### config.mk
export PLATFORM = sky130hd
export DESIGN_NAME = cla_pipe_adder
export DESIGN_NICKNAME = d
export VERILOG_FILES = /design/src/rtl/cla_pipe_adder.sv
export SDC_FILE = /design/constraint.sdc
export NUM_CORES = 1
export LEC_CHECK = 0
export BUFFER_PORTS_ARGS = -buffer_cell sky130_fd_sc_hd__buf_2
export CAP_MARGIN = 20
export CORE_ASPECT_RATIO = 1.4
export CORE_UTILIZATION = 64
export CTS_CLUSTER_DIAMETER = 200
export DETAILED_ROUTE_END_ITERATION = 8
export GPL_ROUTABILITY_DRIVEN = 0
export GPL_TIMING_DRIVEN = 0
export HOLD_SLACK_MARGIN = 0.12
export PLACE_DENSITY = 0.85
export SETUP_SLACK_MARGIN = 0.5
export SLEW_MARGIN = 25
export SYNTH_ARGS = -nofsm -noshare
export SYNTH_HDL_FRONTEND = slang
export SYNTH_SLANG_ARGS = --single-unit
### constraint.sdc
create_clock -name clk -period 3.5 [get_ports clk]
set_input_delay 0.7 -clock clk [delete_from_list [all_inputs] [get_ports clk]]
set_output_delay 0.7 -clock clk [all_outputs]
set_load 0.005 [all_outputs]
### src/rtl/cla_pipe_adder.sv
// Pipelined carry-look-ahead adder/subtractor: SLICE = GROUP*GPS bits resolved per
// stage, L = WIDTH/SLICE stages behind an operand register, global-stall back-pressure.
module cla_pipe_adder #(
  parameter int WIDTH = 32,
  parameter int GROUP = 4,
  parameter int GPS   = 2
) (
  input  logic             clk,
  input  logic             rst_n,
  input  logic             in_valid,
  output logic             in_ready,
  input  logic [WIDTH-1:0] a,
  input  logic [WIDTH-1:0] b,
  input  logic             cin,
  input  logic             sub,
  output logic             out_valid,
  input  logic             out_ready,
  output logic [WIDTH-1:0] sum,
  output logic             cout,
  output logic             ovf
);

  localparam int SLICE = GROUP * GPS;
  localparam int SDIV  = (SLICE <= 0) ? 1 : SLICE;
  localparam int L     = (WIDTH / SDIV < 1) ? 1 : WIDTH / SDIV;
  localparam bit BAD   = (GROUP <= 0) || (GPS <= 0) || (WIDTH <= 0) || ((WIDTH % SDIV) != 0);

  generate
    if (BAD) begin : g_bad_params
      $error("cla_pipe_adder: WIDTH must be a nonzero multiple of GROUP*GPS");
    end
  endgenerate

  // Handshake: a beat moves on every edge where adv is high; adv = !out_valid || out_ready
  // stalls the whole pipe, so in_ready = adv and a beat is accepted when in_valid && in_ready.
  logic                 adv;
  logic                 v_q    [0:L];
  logic [WIDTH-1:0]     acc_q  [0:L];
  logic                 c_q    [0:L];
  logic [WIDTH-1:0]     b_q    [0:L-1];
  logic                 ovf_q;
  logic [SLICE+1:0]     st_res [0:L-1];
  logic [WIDTH-1:0]     st_acc [0:L-1];

  // Returns {carry out, carry into slice MSB, slice sum}. Carries look ahead from the
  // group carry-in inside a group and ripple from group to group.
  function automatic logic [SLICE+1:0] slice_add(input logic [SLICE-1:0] x,
                                                 input logic [SLICE-1:0] y,
                                                 input logic ci);
    logic [SLICE-1:0] g;
    logic [SLICE-1:0] p;
    logic [SLICE:0]   cy;
    logic             lc;
    logic             term;
    g     = x & y;
    p     = x ^ y;
    cy    = '0;
    cy[0] = ci;
    for (int grp = 0; grp < GPS; grp++) begin
      for (int i = 0; i < GROUP; i++) begin
        lc = cy[grp*GROUP];
        for (int m = 0; m <= i; m++) lc = lc & p[grp*GROUP+m];
        for (int j = 0; j <= i; j++) begin
          term = g[grp*GROUP+j];
          for (int m = j + 1; m <= i; m++) term = term & p[grp*GROUP+m];
          lc = lc | term;
        end
        cy[grp*GROUP+i+1] = lc;
      end
    end
    return {cy[SLICE], cy[SLICE-1], p ^ cy[SLICE-1:0]};
  endfunction

  // acc_q[k] holds finished sum slices below slice k and untouched A bits above it.
  always_comb begin
    for (int k = 0; k < L; k++) begin
      st_res[k] = slice_add(acc_q[k][k*SLICE +: SLICE], b_q[k][k*SLICE +: SLICE], c_q[k]);
      st_acc[k] = acc_q[k];
      st_acc[k][k*SLICE +: SLICE] = st_res[k][SLICE-1:0];
    end
  end

  assign adv       = !v_q[L] || out_ready;
  assign in_ready  = adv;
  assign out_valid = v_q[L];
  assign sum       = acc_q[L];
  assign cout      = c_q[L];
  assign ovf       = ovf_q;

  always_ff @(posedge clk or negedge rst_n) begin
    if (!rst_n) begin
      for (int k = 0; k <= L; k++) begin
        v_q[k]   <= 1'b0;
        acc_q[k] <= '0;
        c_q[k]   <= 1'b0;
      end
      for (int k = 0; k < L; k++) b_q[k] <= '0;
      ovf_q <= 1'b0;
    end else if (adv) begin
      v_q[0]   <= in_valid;
      acc_q[0] <= a;
      b_q[0]   <= sub ? ~b : b;
      c_q[0]   <= sub | cin;
      for (int k = 1; k < L; k++) b_q[k] <= b_q[k-1];
      for (int k = 0; k < L - 1; k++) begin
        acc_q[k+1] <= st_acc[k];
        c_q[k+1]   <= st_res[k][SLICE+1];
      end
      for (int k = 0; k < L; k++) v_q[k+1] <= v_q[k];
      // Output registers only take real beats so bubbles never disturb sum/cout/ovf.
      if (v_q[L-1]) begin
        acc_q[L] <= st_acc[L-1];
        c_q[L]   <= st_res[L-1][SLICE+1];
        ovf_q    <= st_res[L-1][SLICE+1] ^ st_res[L-1][SLICE];
      end
    end
  end

endmodule

==> results by group, run 1 <==
Status
  – Status: finished, final reports clean

Drt
  – Pre-Repair DR Iteration Count: 5
  – Post-route ant nets: 0
  – # DRC: 0
  – Final WL: 23400 µm
  – WL/cell: 15.4 µm
  – Initial DRC count: 444
  – Vias post-DR: 7959
  – Routed vias/inst: 5.24

Yosys
  – Synthesized instance count: 1139
  – Post-synthesis register bit count: 251
  – Synth area leader: dfrtp_1
  – Compound-cell area share of the yosys netlist: 0.0708
  – FFs w/ async S/R, synth: 1.00
  – Ys flop type: dfrtp_1
  – Post-synthesis simple-gate area fraction: 0.189
  – Most frequent cell after synthesis: nand2_1
  – Post-synthesis average cell area: 9.85 µm²
  – Xor-xnor portion of the synthesized cell area: 0.0312
  – Synth Cell Area: 11200 µm²
  – Yosys warns: 0
  – Post-synthesis cell type count: 38
  – Synth Area in Adders: 0.0589
  – Multiplexer share of the synthesized area: 0.0331
  – Synth area leaders: dfrtp_1 56%, nand2_1 17%, ha_1 4.5%
  – Sequential share of the synthesized area: 0.560
  – Post-synth top cells: 513 x nand2_1, 251 x dfrtp_1, 55 x o21ai_0
  – Largest family of logic cells by synthesized area: simple AND/OR/NAND/NOR gates
  – Synth top area share: 0.560
  – Number of enable flip-flop cells after synthesis: 0
  – Syn nets: 1257

Global routing
  – Initial antenna violation count: 0
  – Gr usage total: 0.272
  – Vias in the first global route: 7873
  – Largest net degree at the start of global routing: 92
  – Total congestion overflow: 0
  – First-pass GRT wire length: 38200 µm

Timing
  – Hold slack: 0.388 ns
  – Max-slew violation count: 0
  – Final TNS setup: 0 ns
  – Relative slew slack: 0.607
  – Least-Margin Pin Slew: 0.589 ns
  – # setup viols final: 0
  – Min cycle time layout: 2.66 ns
  – FMAX: 376 MHz
  – RSZ-0062 raised after global routing: false
  – Fin. Hold Viols: 0
  – Final period util: 0.760
  – Fin worst setup slack: 0.841 ns
  – Worst Clk Skew: 0.00811 ns

Placed design
  – Dpl hpwl: 17200 µm
  – Buffers on Ports: 104
  – Post-DP Area: 12100 µm²
  – Dpl ws: 1.03 ns

Critical path
  – Arrival @ worst endpoint: 1.96 ns
  – CP Launch Type: register
  – Data required, critical path: 2.80 ns
  – Top fanout value on the critical path: 10
  – Critical path class: reg2out
  – Crit end category: primary output

Clock tree
  – Worst-Skew Late Latency: 0.50 ns
  – CTS tree: built
  – Post-CTS sizing: 0
  – Root buffer cell: clkbuf_16
  – H-tree depth: 1
  – Clk buf depth: 3
  – CTS sink cnt: 251
  – CTS Buf Count: 23
  – Worst-path clk slew: 0.06 ns
  – Post-CTS Setup Inserts: 0

Finish
  – Layout overhead on the synthesized area: 14.3%
  – Fillers: 1214
  – N_diodes: 0
  – Post-layout util: 0.756
  – Nets: 1390
  – Share of layout cells above drive strength 1: 0.198
  – Final Instance Area: 12800 µm²

Floorplan
  – Die W: 114 µm
  – Num rows: 56
  – Die area: 18100 µm²
  – Core area: 17000 µm²
  – Initial Utilization: 0.662
  – Die height: 159 µm
  – Ports: 106

Flow run
  – Max_cap viols: 0

Power and ir drop
  – Peak VDD IR: 0.486 mV
  – Power Density: 921 nW/µm²
  – Leakage power: 0.00679 µW

Worst hold path
  – Worst Hold Class: in2reg
==> state kept, by name (all words and copies together) (netlist names) <==
signal	flops
acc_q	128
b_q	80
sum	32
c_q	4
v_q	4
cout	1
out_valid	1
ovf	1
==> path summary, 6_finish.rpt <==
| path | start | to | slack [ns] | cells past startpoint |
|---|---|---|---|---|
| max in group asynchronous | rst_n | b_q[114]$_DFFE_PN0N_ | 1.76 | 4 |
| worst max-delay path | out_valid$_DFFE_PN0N_ | in_ready | 0.84 | 6 |
| worst min register to register | b_q[115]$_DFFE_PN0N_ | b_q[83]$_DFFE_PN0N_ | 0.47 | 2 |
| worst min-delay path | a[30] | acc_q[158]$_DFFE_PN0N_ | 0.39 | 3 |
| worst max register to register | acc_q[56]$_DFFE_PN0N_ | ovf$_DFFE_PN0P_ | 1.02 | 9 |
| min in group asynchronous | rst_n | sum[17]$_DFFE_PN0P_ | 0.67 | 2 |
==> critical path, cell delays in order (launching register included) <==
cell     delay, ns
dfrtp_1       0.37
nor2b_4       0.12
buf_6         0.15
inv_6         0.13
buf_6         0.17
buf_2         0.32
buf_2         0.18
==> cell type report <==
cell class,count,area [µm²],share of cell area
clock buffer,35,671,0.0523
multi-input combinational,784,4290,0.335
timing repair buffer,108,623,0.0486
clock inverter,4,20.0,0.00156
buffer,88,583,0.0455
tap,232,290,0.0226
sequential,251,6280,0.490
inverter,16,65.1,0.00507
==> metrics by stage <==
step	power (µW)	instances
floorplan	8130	1139
global placement	9190	1475
detailed placement	9470	1478
CTS	11800	1518
global route	12700	1518
finish	11800	1518
==> metal layers <==
layer  vias to the layer above  global-route usage  part of all wire
met5                         -                   0                 0
met4                         0               0.123             0.042
met3                        68              0.0327             0.040
met2                       223               0.471              0.50
met1                      3789               0.344              0.42
li1                       3879                   -                 -
==> cell families after synthesis <==
logic type / count (synthesis)
adders and majority gates: 48
muxes: 25
xor gates and xnor gates: 40
AOI/OAI and AO/OA: 124
DFF: 251
and+or+nand+nor: 547
buffers and inverters: 104
==> report_power, final <==
part	switching [µW]	total [µW]	leakage (µW)	internal (µW)
Sequential	810	5010	0.00303	4200
Clock	1020	2340	0.000343	1310
Combinational	2340	4470	0.00341	2120
Total	4180	11800	0.00679	7640
==> cell usage in the layout, fill, tap and decap left out, drive strengths merged, types with 11 or more instances in the layout <==
cell type,count
nor2,11
o21ai,55
ha,40
inv,16
buf,189
o21a,20
dfrtp,251
o31ai,12
nor3,12
clkbuf,41
nand2,514
mux2,25
a21oi,11
xnor2,35
==> repair_timing <==
item,CTS,global route
hold buffers,1,0
endpoints found under the setup margin,0,0
endpoints found under the hold margin,44,0
No activity file was read; power rests on OpenSTA's default activity.
==> run 2: changes to the inputs <==
--- a/config.mk
+++ b/config.mk
@@ -5,16 +5,17 @@
 export SDC_FILE = /design/constraint.sdc
 export NUM_CORES = 1
 export LEC_CHECK = 0
+export ABC_AREA = 1
 export BUFFER_PORTS_ARGS = -buffer_cell sky130_fd_sc_hd__buf_2
 export CAP_MARGIN = 20
 export CORE_ASPECT_RATIO = 1.4
-export CORE_UTILIZATION = 64
+export CORE_UTILIZATION = 53
 export CTS_CLUSTER_DIAMETER = 200
 export DETAILED_ROUTE_END_ITERATION = 8
 export GPL_ROUTABILITY_DRIVEN = 0
 export GPL_TIMING_DRIVEN = 0
 export HOLD_SLACK_MARGIN = 0.12
-export PLACE_DENSITY = 0.85
+export PLACE_DENSITY = 0.75
 export SETUP_SLACK_MARGIN = 0.5
 export SLEW_MARGIN = 25
 export SYNTH_ARGS = -nofsm -noshare
==> constraint.sdc (replaced) <==
create_clock -name clk -period 2.35 [get_ports clk]
set_input_delay 0.47 -clock clk [delete_from_list [all_inputs] [get_ports clk]]
set_output_delay 0.47 -clock clk [all_outputs]
set_load 0.005 [all_outputs]
==> run 2 against run 1 <==
Compared with the run above: clock skew rose by 0.0060 ns; first-iteration DRC count rose by 28%; setup slack worse by 0.76 ns; synthesized area is 2.2% lower; clock power rose by 56%; core utilization decreased by 9.1 points; die area up 18%; sequential share of layout area is 1.9 points lower; wire length up 7.8%; critical path type is now reg2reg; largest cell class unchanged; largest power group is now combinational logic.
==> results by group, run 2 <==
Floorplan
  – Ports: 106
  – Num rows: 61
  – Die area: 21300 µm²
  – Core area: 20100 µm²
  – Die height: 172 µm
  – Initial Utilization: 0.547
  – Die W: 124 µm

Timing
  – Max-slew violation count: 0
  – Least-Margin Pin Slew: 0.705 ns
  – Fin. Hold Viols: 0
  – Worst Clk Skew: 0.0141 ns
  – Final period util: 0.964
  – FMAX: 441 MHz
  – Final TNS setup: 0 ns
  – Fin worst setup slack: 0.0839 ns
  – # setup viols final: 0
  – Min cycle time layout: 2.27 ns
  – Relative slew slack: 0.530
  – RSZ-0062 raised after global routing: true

Placed design
  – Dpl ws: 0.0612 ns
  – Dpl hpwl: 16600 µm
  – Post-placement cell count: 1552
  – Buffers on Ports: 104

Power and ir drop
  – Leakage power: 0.00695 µW
  – Peak VDD IR: 0.633 mV
  – Switching pwr: 7060 µW
  – Int Pwr: 11900 µW
  – Clock power frac: 0.193
  – Switching share of total power: 0.372
  – Flop pwr share: 0.388
  – Power Density: 1420 nW/µm²
  – Logic pwr share: 0.419

Flow run
  – Max_cap viols: 0

Clock tree
  – CTS Buf Count: 23
  – Worst-path clk slew: 0.06 ns
  – CTS sink cnt: 251
  – Worst-Skew Late Latency: 0.52 ns
  – H-tree depth: 1
  – Clk buf depth: 3
  – CTS tree: built
  – Root buffer cell: clkbuf_16

Yosys
  – Ys flop type: dfrtp_1
  – Syn nets: 1312
  – Synth top area share: 0.572
  – Post-synth top cells: 512 x nand2_1, 251 x dfrtp_1, 83 x o21ai_1
  – Most frequent cell after synthesis: nand2_1
  – Post-synthesis simple-gate area fraction: 0.198
  – Sequential share of the synthesized area: 0.572
  – Post-synthesis average cell area: 9.19 µm²
  – FFs w/ async S/R, synth: 1.00
  – Compound-cell area share of the yosys netlist: 0.0641
  – Synth Area in Adders: 0.0602
  – Post-synthesis cell type count: 23
  – Xor-xnor portion of the synthesized cell area: 0.0327
  – Synth area leaders: dfrtp_1 57%, nand2_1 18%, ha_1 4.6%
  – Synthesized instance count: 1194
  – Yosys warns: 0
  – Multiplexer share of the synthesized area: 0
  – Post-synthesis register bit count: 251
  – Synth Cell Area: 11000 µm²
  – Synth area leader: dfrtp_1
  – Largest family of logic cells by synthesized area: simple AND/OR/NAND/NOR gates
  – Number of enable flip-flop cells after synthesis: 0

Drt
  – Routed vias/inst: 5.09
  – Vias post-DR: 8327
  – Initial DRC count: 568
  – Post-route ant nets: 0
  – Pre-Repair DR Iteration Count: 6
  – WL/cell: 15.4 µm
  – Final WL: 25200 µm
  – # DRC: 0

Finish
  – Nets: 1488
  – Fillers: 1574
  – N_diodes: 0
  – Most common library cell in the layout ignoring fill and taps: nand2_1
  – Largest Register: acc_q
  – Post-layout util: 0.665
  – Commonest cells after routing, fill and taps aside: 486 x nand2_1, 251 x dfrtp_1, 144 x buf_2
  – Max reg flops: 128
  – Layout overhead on the synthesized area: 21.6%
  – Post-Layout Cell Count: 1636
  – Share of layout cells above drive strength 1: 0.241

Critical path
  – Top fanout value on the critical path: 2
  – Arrival @ worst endpoint: 2.67 ns
  – Crit end category: register
  – Critical path class: reg2reg
  – CP Launch Type: register
  – Data required, critical path: 2.76 ns

Global routing
  – Total congestion overflow: 0
  – Routing usage on met3: 0.0284
  – Gr usage total: 0.242
  – First-pass GRT wire length: 39700 µm
  – Largest net degree at the start of global routing: 98
  – Initial antenna violation count: 0
  – GRT met2 Usage: 0.422
  – Grt met1 use: 0.311
  – GR peak layer: met2
  – Vias in the first global route: 8011

Status
  – Status: finished, final reports clean

Worst hold path
  – Worst Hold Class: in2reg
run 2: cell types whose count changed after synthesis, moves of 12 or more:
cell,previous run,this run
inv_1,14,66
mux2_4,24,0
nand3b_1,0,16
nor3_1,12,0
o21a_1,20,0
o21ai_1,0,83
o31ai_1,12,0
run 2: final timing paths:
kind | slack (ns) | to | start | cells after the start
worst max-delay path | 0.08 | acc_q[103]$_DFFE_PN0N_ | b_q[96]$_DFFE_PN0N_ | 15
worst min-delay path | 0.14 | acc_q[148]$_DFFE_PN0N_ | a[20] | 3
worst max register to register | 0.08 | acc_q[103]$_DFFE_PN0N_ | b_q[96]$_DFFE_PN0N_ | 15
worst min register to register | 0.47 | b_q[87]$_DFFE_PN0N_ | b_q[119]$_DFFE_PN0N_ | 2
max in group asynchronous | 0.74 | acc_q[87]$_DFFE_PN0N_ | rst_n | 4
min in group asynchronous | 0.49 | acc_q[143]$_DFFE_PN0N_ | rst_n | 2
run 2: metrics by stage:
step | hold slack (ns) | power, µW | cell area, µm²
CTS | 0.137 | 18000 | 13000
global placement | 0.450 | 13200 | 11800
global route | 0.149 | 20300 | 13400
finish | 0.143 | 19000 | 13400
floorplan | 0.174 | 11500 | 11000
detailed placement | 0.443 | 13500 | 11900
run 2: final cells by class:
class	count	area, µm²	area share
clock inverter	9	73.8	0.00553
inverter	68	255	0.0191
multi-input combinational	785	4170	0.312
tap	252	315	0.0236
clock buffer	30	662	0.0496
sequential	251	6280	0.470
timing repair buffer	151	1040	0.0779
buffer	90	559	0.0419
run 2: worst max-delay path: stages, from the launching register on:
cell	delay (ns)
dfrtp_1	0.39
ha_1	0.30
ha_2	0.17
nand2_1	0.06
nand3b_1	0.14
nand2_2	0.12
nand2_2	0.07
nand2_4	0.08
nand2_4	0.06
ha_4	0.15
nand2_2	0.06
nand3b_1	0.17
nand2_1	0.15
nand3b_1	0.10
nand3_2	0.08
nand2_1	0.05
run 2: logic make-up after synthesis:
| family | Yosys count |
|---|---|
| adder cells (fa/ha/maj) | 48 |
| XOR/XNOR | 41 |
| buffers and inverters | 158 |
| AND/OR/NAND/NOR | 556 |
| AO/OA/AOI/OAI | 140 |
| flip-flops | 251 |
run 2: what timing repair did:
item,CTS,global route
hold buffers,1,0
pin swaps,18,43
endpoints found under the hold margin,64,0
resized for setup,24,67
setup endpoints to repair,22,123
gates cloned,0,1
setup buffers,34,9
run 2: metal layers:
layer,wire length [µm],vias to the layer above
li1,-,4037
met1,10200,4016
met2,13000,226
met3,1270,48
met4,780,0
met5,0,-
run 2: power groups by stage:
| stage | Combinational, µW | Sequential (µW) | Clock [µW] |
|---|---|---|---|
| floorplan | 4510 | 7020 | 0 |
| global placement | 5860 | 7370 | 0 |
| detailed placement | 6120 | 7410 | 0 |
| CTS | 6920 | 7350 | 3700 |
| global route | 8840 | 7550 | 3890 |
| finish | 7970 | 7370 | 3660 |
==> run 3: changes to the inputs <==
--- a/config.mk
+++ b/config.mk
@@ -9,13 +9,13 @@
 export BUFFER_PORTS_ARGS = -buffer_cell sky130_fd_sc_hd__buf_2
 export CAP_MARGIN = 20
 export CORE_ASPECT_RATIO = 1.4
-export CORE_UTILIZATION = 53
-export CTS_CLUSTER_DIAMETER = 200
+export CORE_UTILIZATION = 52
+export CTS_CLUSTER_DIAMETER = 80
 export DETAILED_ROUTE_END_ITERATION = 8
 export GPL_ROUTABILITY_DRIVEN = 0
 export GPL_TIMING_DRIVEN = 0
 export HOLD_SLACK_MARGIN = 0.12
-export PLACE_DENSITY = 0.75
+export PLACE_DENSITY = 0.74
 export SETUP_SLACK_MARGIN = 0.5
 export SLEW_MARGIN = 25
 export SYNTH_ARGS = -nofsm -noshare
==> run 3 against run 2 <==
Compared with the run above: the flow now finishes with violations (DRC); sequential share of layout area rose by 0.57 points; highest routed layer unchanged; register-to-register slack improved by 0.06 ns; hold slack improved by 0.0013 ns; maximum frequency rose by 2.7%; clock skew rose by 0.0011 ns; count of clock-buffer cells in the layout rose by 1; combinational power fell by 8.2%.
==> results by group, run 3 (synthesized netlist as in run 2, its figures left out) <==
Clock tree
  – Worst-Skew Late Latency: 0.52 ns
  – Clk buf depth: 3
  – CTS tree: built
  – Worst-path clk slew: 0.07 ns
  – Root buffer cell: clkbuf_16
  – CTS sink cnt: 251
  – H-tree depth: 1
  – CTS Buf Count: 23

Finish
  – Fillers: 1684
  – Nets: 1471
  – Commonest cells after routing, fill and taps aside: 487 x nand2_1, 251 x dfrtp_1, 145 x buf_2
  – Max reg flops: 128
  – Share of layout cells above drive strength 1: 0.228
  – N_diodes: 0
  – Most common library cell in the layout ignoring fill and taps: nand2_1
  – Layout overhead on the synthesized area: 20.2%
  – Largest Register: acc_q

Global routing
  – Total congestion overflow: 0
  – Initial antenna violation count: 0
  – Gr usage total: 0.234
  – First-pass GRT wire length: 40400 µm
  – Vias in the first global route: 8448
  – Largest net degree at the start of global routing: 92

Timing
  – Least-Margin Pin Slew: 0.685 ns
  – # setup viols final: 0
  – Fin worst setup slack: 0.143 ns
  – Worst Clk Skew: 0.0152 ns
  – Relative slew slack: 0.543
  – FMAX: 453 MHz
  – Max-slew violation count: 0
  – Min cycle time layout: 2.21 ns
  – Final TNS setup: 0 ns
  – Fin. Hold Viols: 0
  – Final period util: 0.939
  – RSZ-0062 raised after global routing: true

Critical path
  – Crit-path most repeated cell: nand2_2
  – Worst path slowest cell: dfrtp_1
  – Worst stage delay on the critical path: 0.38 ns
  – Critical path class: reg2reg
  – Data required, critical path: 2.81 ns
  – Buffers plus inverters on the worst setup path: 0
  – Crit end category: register
  – Arrival @ worst endpoint: 2.67 ns
  – Crit-path leading delay family: simple AND/OR/NAND/NOR gates
  – Top fanout value on the critical path: 3
  – CP cell instances: ha_1 > ha_2 > nand2_1 > nand3b_1 > nand2_2 > nand2_2 > nand2_4 > nand2_4 > ha_4 > nand2_2 > nand3b_1 > nand2_2 > nand2_2 > nand2_2 > nand3_2 > nand2_1
  – CP Launch Type: register

Drt
  – Post-route ant nets: 0
  – Met3 Routed Length: 1070 µm
  – # DRC: 14
  – Metal2 WL: 12700 µm
  – WL/cell: 15.1 µm
  – Initial DRC count: 458
  – Vias post-DR: 8189
  – Final WL: 24500 µm
  – DR top layer: met4
  – Routed vias/inst: 5.04
  – Pre-Repair DR Iteration Count: 7
  – Met1 wire length: 9860 µm

Placed design
  – Dpl ws: 0.0717 ns
  – Buffers on Ports: 104
  – Dpl hpwl: 16900 µm

Status
  – Failing checks: DRC
  – Status: complete, but fails checks

Floorplan
  – Ports: 106
  – Initial Utilization: 0.532
  – Core area: 20600 µm²
  – Die area: 21700 µm²
  – Die W: 125 µm
  – Num rows: 62
  – Die height: 174 µm

Power and ir drop
  – Power Density: 1420 nW/µm²
  – Leakage power: 0.00687 µW
  – Peak VDD IR: 0.712 mV

Flow run
  – Max_cap viols: 0

Worst hold path
  – Worst Hold Class: in2reg
==> run 3: cell count changes in the layout (fill, tap and decap cells not counted), moves of 2 or more <==
cell       delta
bufinv_16     +2
buf_6        -18
clkbuf_8      +2
nand3_1       +3
nand3_2       -3
nor2_1        +3
nor2_4        -2
==> run 3: path summary, 6_finish.rpt <==
check                                       from                     end  slack (ns)  depth (start not counted)
hold / removal                             a[13]  acc_q[141]$_DFFE_PN0N_        0.14                          3
setup reg to reg             b_q[72]$_DFFE_PN0N_   acc_q[79]$_DFFE_PN0N_        0.14                         16
hold reg to reg            acc_q[89]$_DFFE_PN0N_   acc_q[57]$_DFFE_PN0N_        0.46                          2
min in group asynchronous                  rst_n  acc_q[137]$_DFFE_PN0N_        0.56                          2
max in group asynchronous                  rst_n     b_q[94]$_DFFE_PN0N_        0.95                          3
setup / recovery             b_q[72]$_DFFE_PN0N_   acc_q[79]$_DFFE_PN0N_        0.14                         16
==> run 3: area by class of cell <==
type                            instances  area, µm²  share of cell area
Clock inverter                         11        134              0.0101
Tap cell                              256        320              0.0243
Inverter                               68        255              0.0193
Sequential cell                       251       6280               0.476
Buffer                                 90        559              0.0424
Timing Repair Buffer                  134        825              0.0625
Multi-Input combinational cell        785       4130               0.313
Clock buffer                           31        686              0.0520
==> run 3: routing by layer <==
metal  vias up  GRT usage
met5         -          0
met1      3905      0.283
li1       4007          -
met2       214      0.420
met4         0     0.0972
met3        63     0.0302
==> run 3: worst register-to-register path: stages (launching register included) <==
cell	delay, ns
dfrtp_1	0.38
ha_1	0.30
ha_2	0.17
nand2_1	0.05
nand3b_1	0.14
nand2_2	0.13
nand2_2	0.08
nand2_4	0.08
nand2_4	0.07
ha_4	0.16
nand2_2	0.06
nand3b_1	0.12
nand2_2	0.11
nand2_2	0.06
nand2_2	0.09
nand3_2	0.08
nand2_1	0.08
==> run 3: where the power goes <==
part	switching [µW]	internal [µW]	leakage [µW]
sequential	1150	6230	0.00306
clock	1590	2380	0.000415
combinational	4060	3260	0.00340
total	6810	11900	0.00687
==> run 3: per-stage QoR <==
step           utilization  total power (µW)  instances  hold slack (ns)  cell area [µm²]
2_1_floorplan            -             11500       1194            0.174            11000
3_5_place_dp         0.578             13600       1556            0.456            11900
3_3_place_gp         0.574             13200       1554            0.450            11900
4_1_cts              0.630             18100       1621            0.132            13000
5_1_grt              0.639             20000       1626            0.140            13200
6_report             0.639             18700       1626            0.145            13200
==> run 3: what timing repair did <==
item,4_1_cts,5_1_grt
pin swaps,21,41
gates resized for setup,22,40
setup endpoints to repair,22,26
hold buffers,1,0
buffers inserted,22,5
endpoints found under the hold margin,89,0
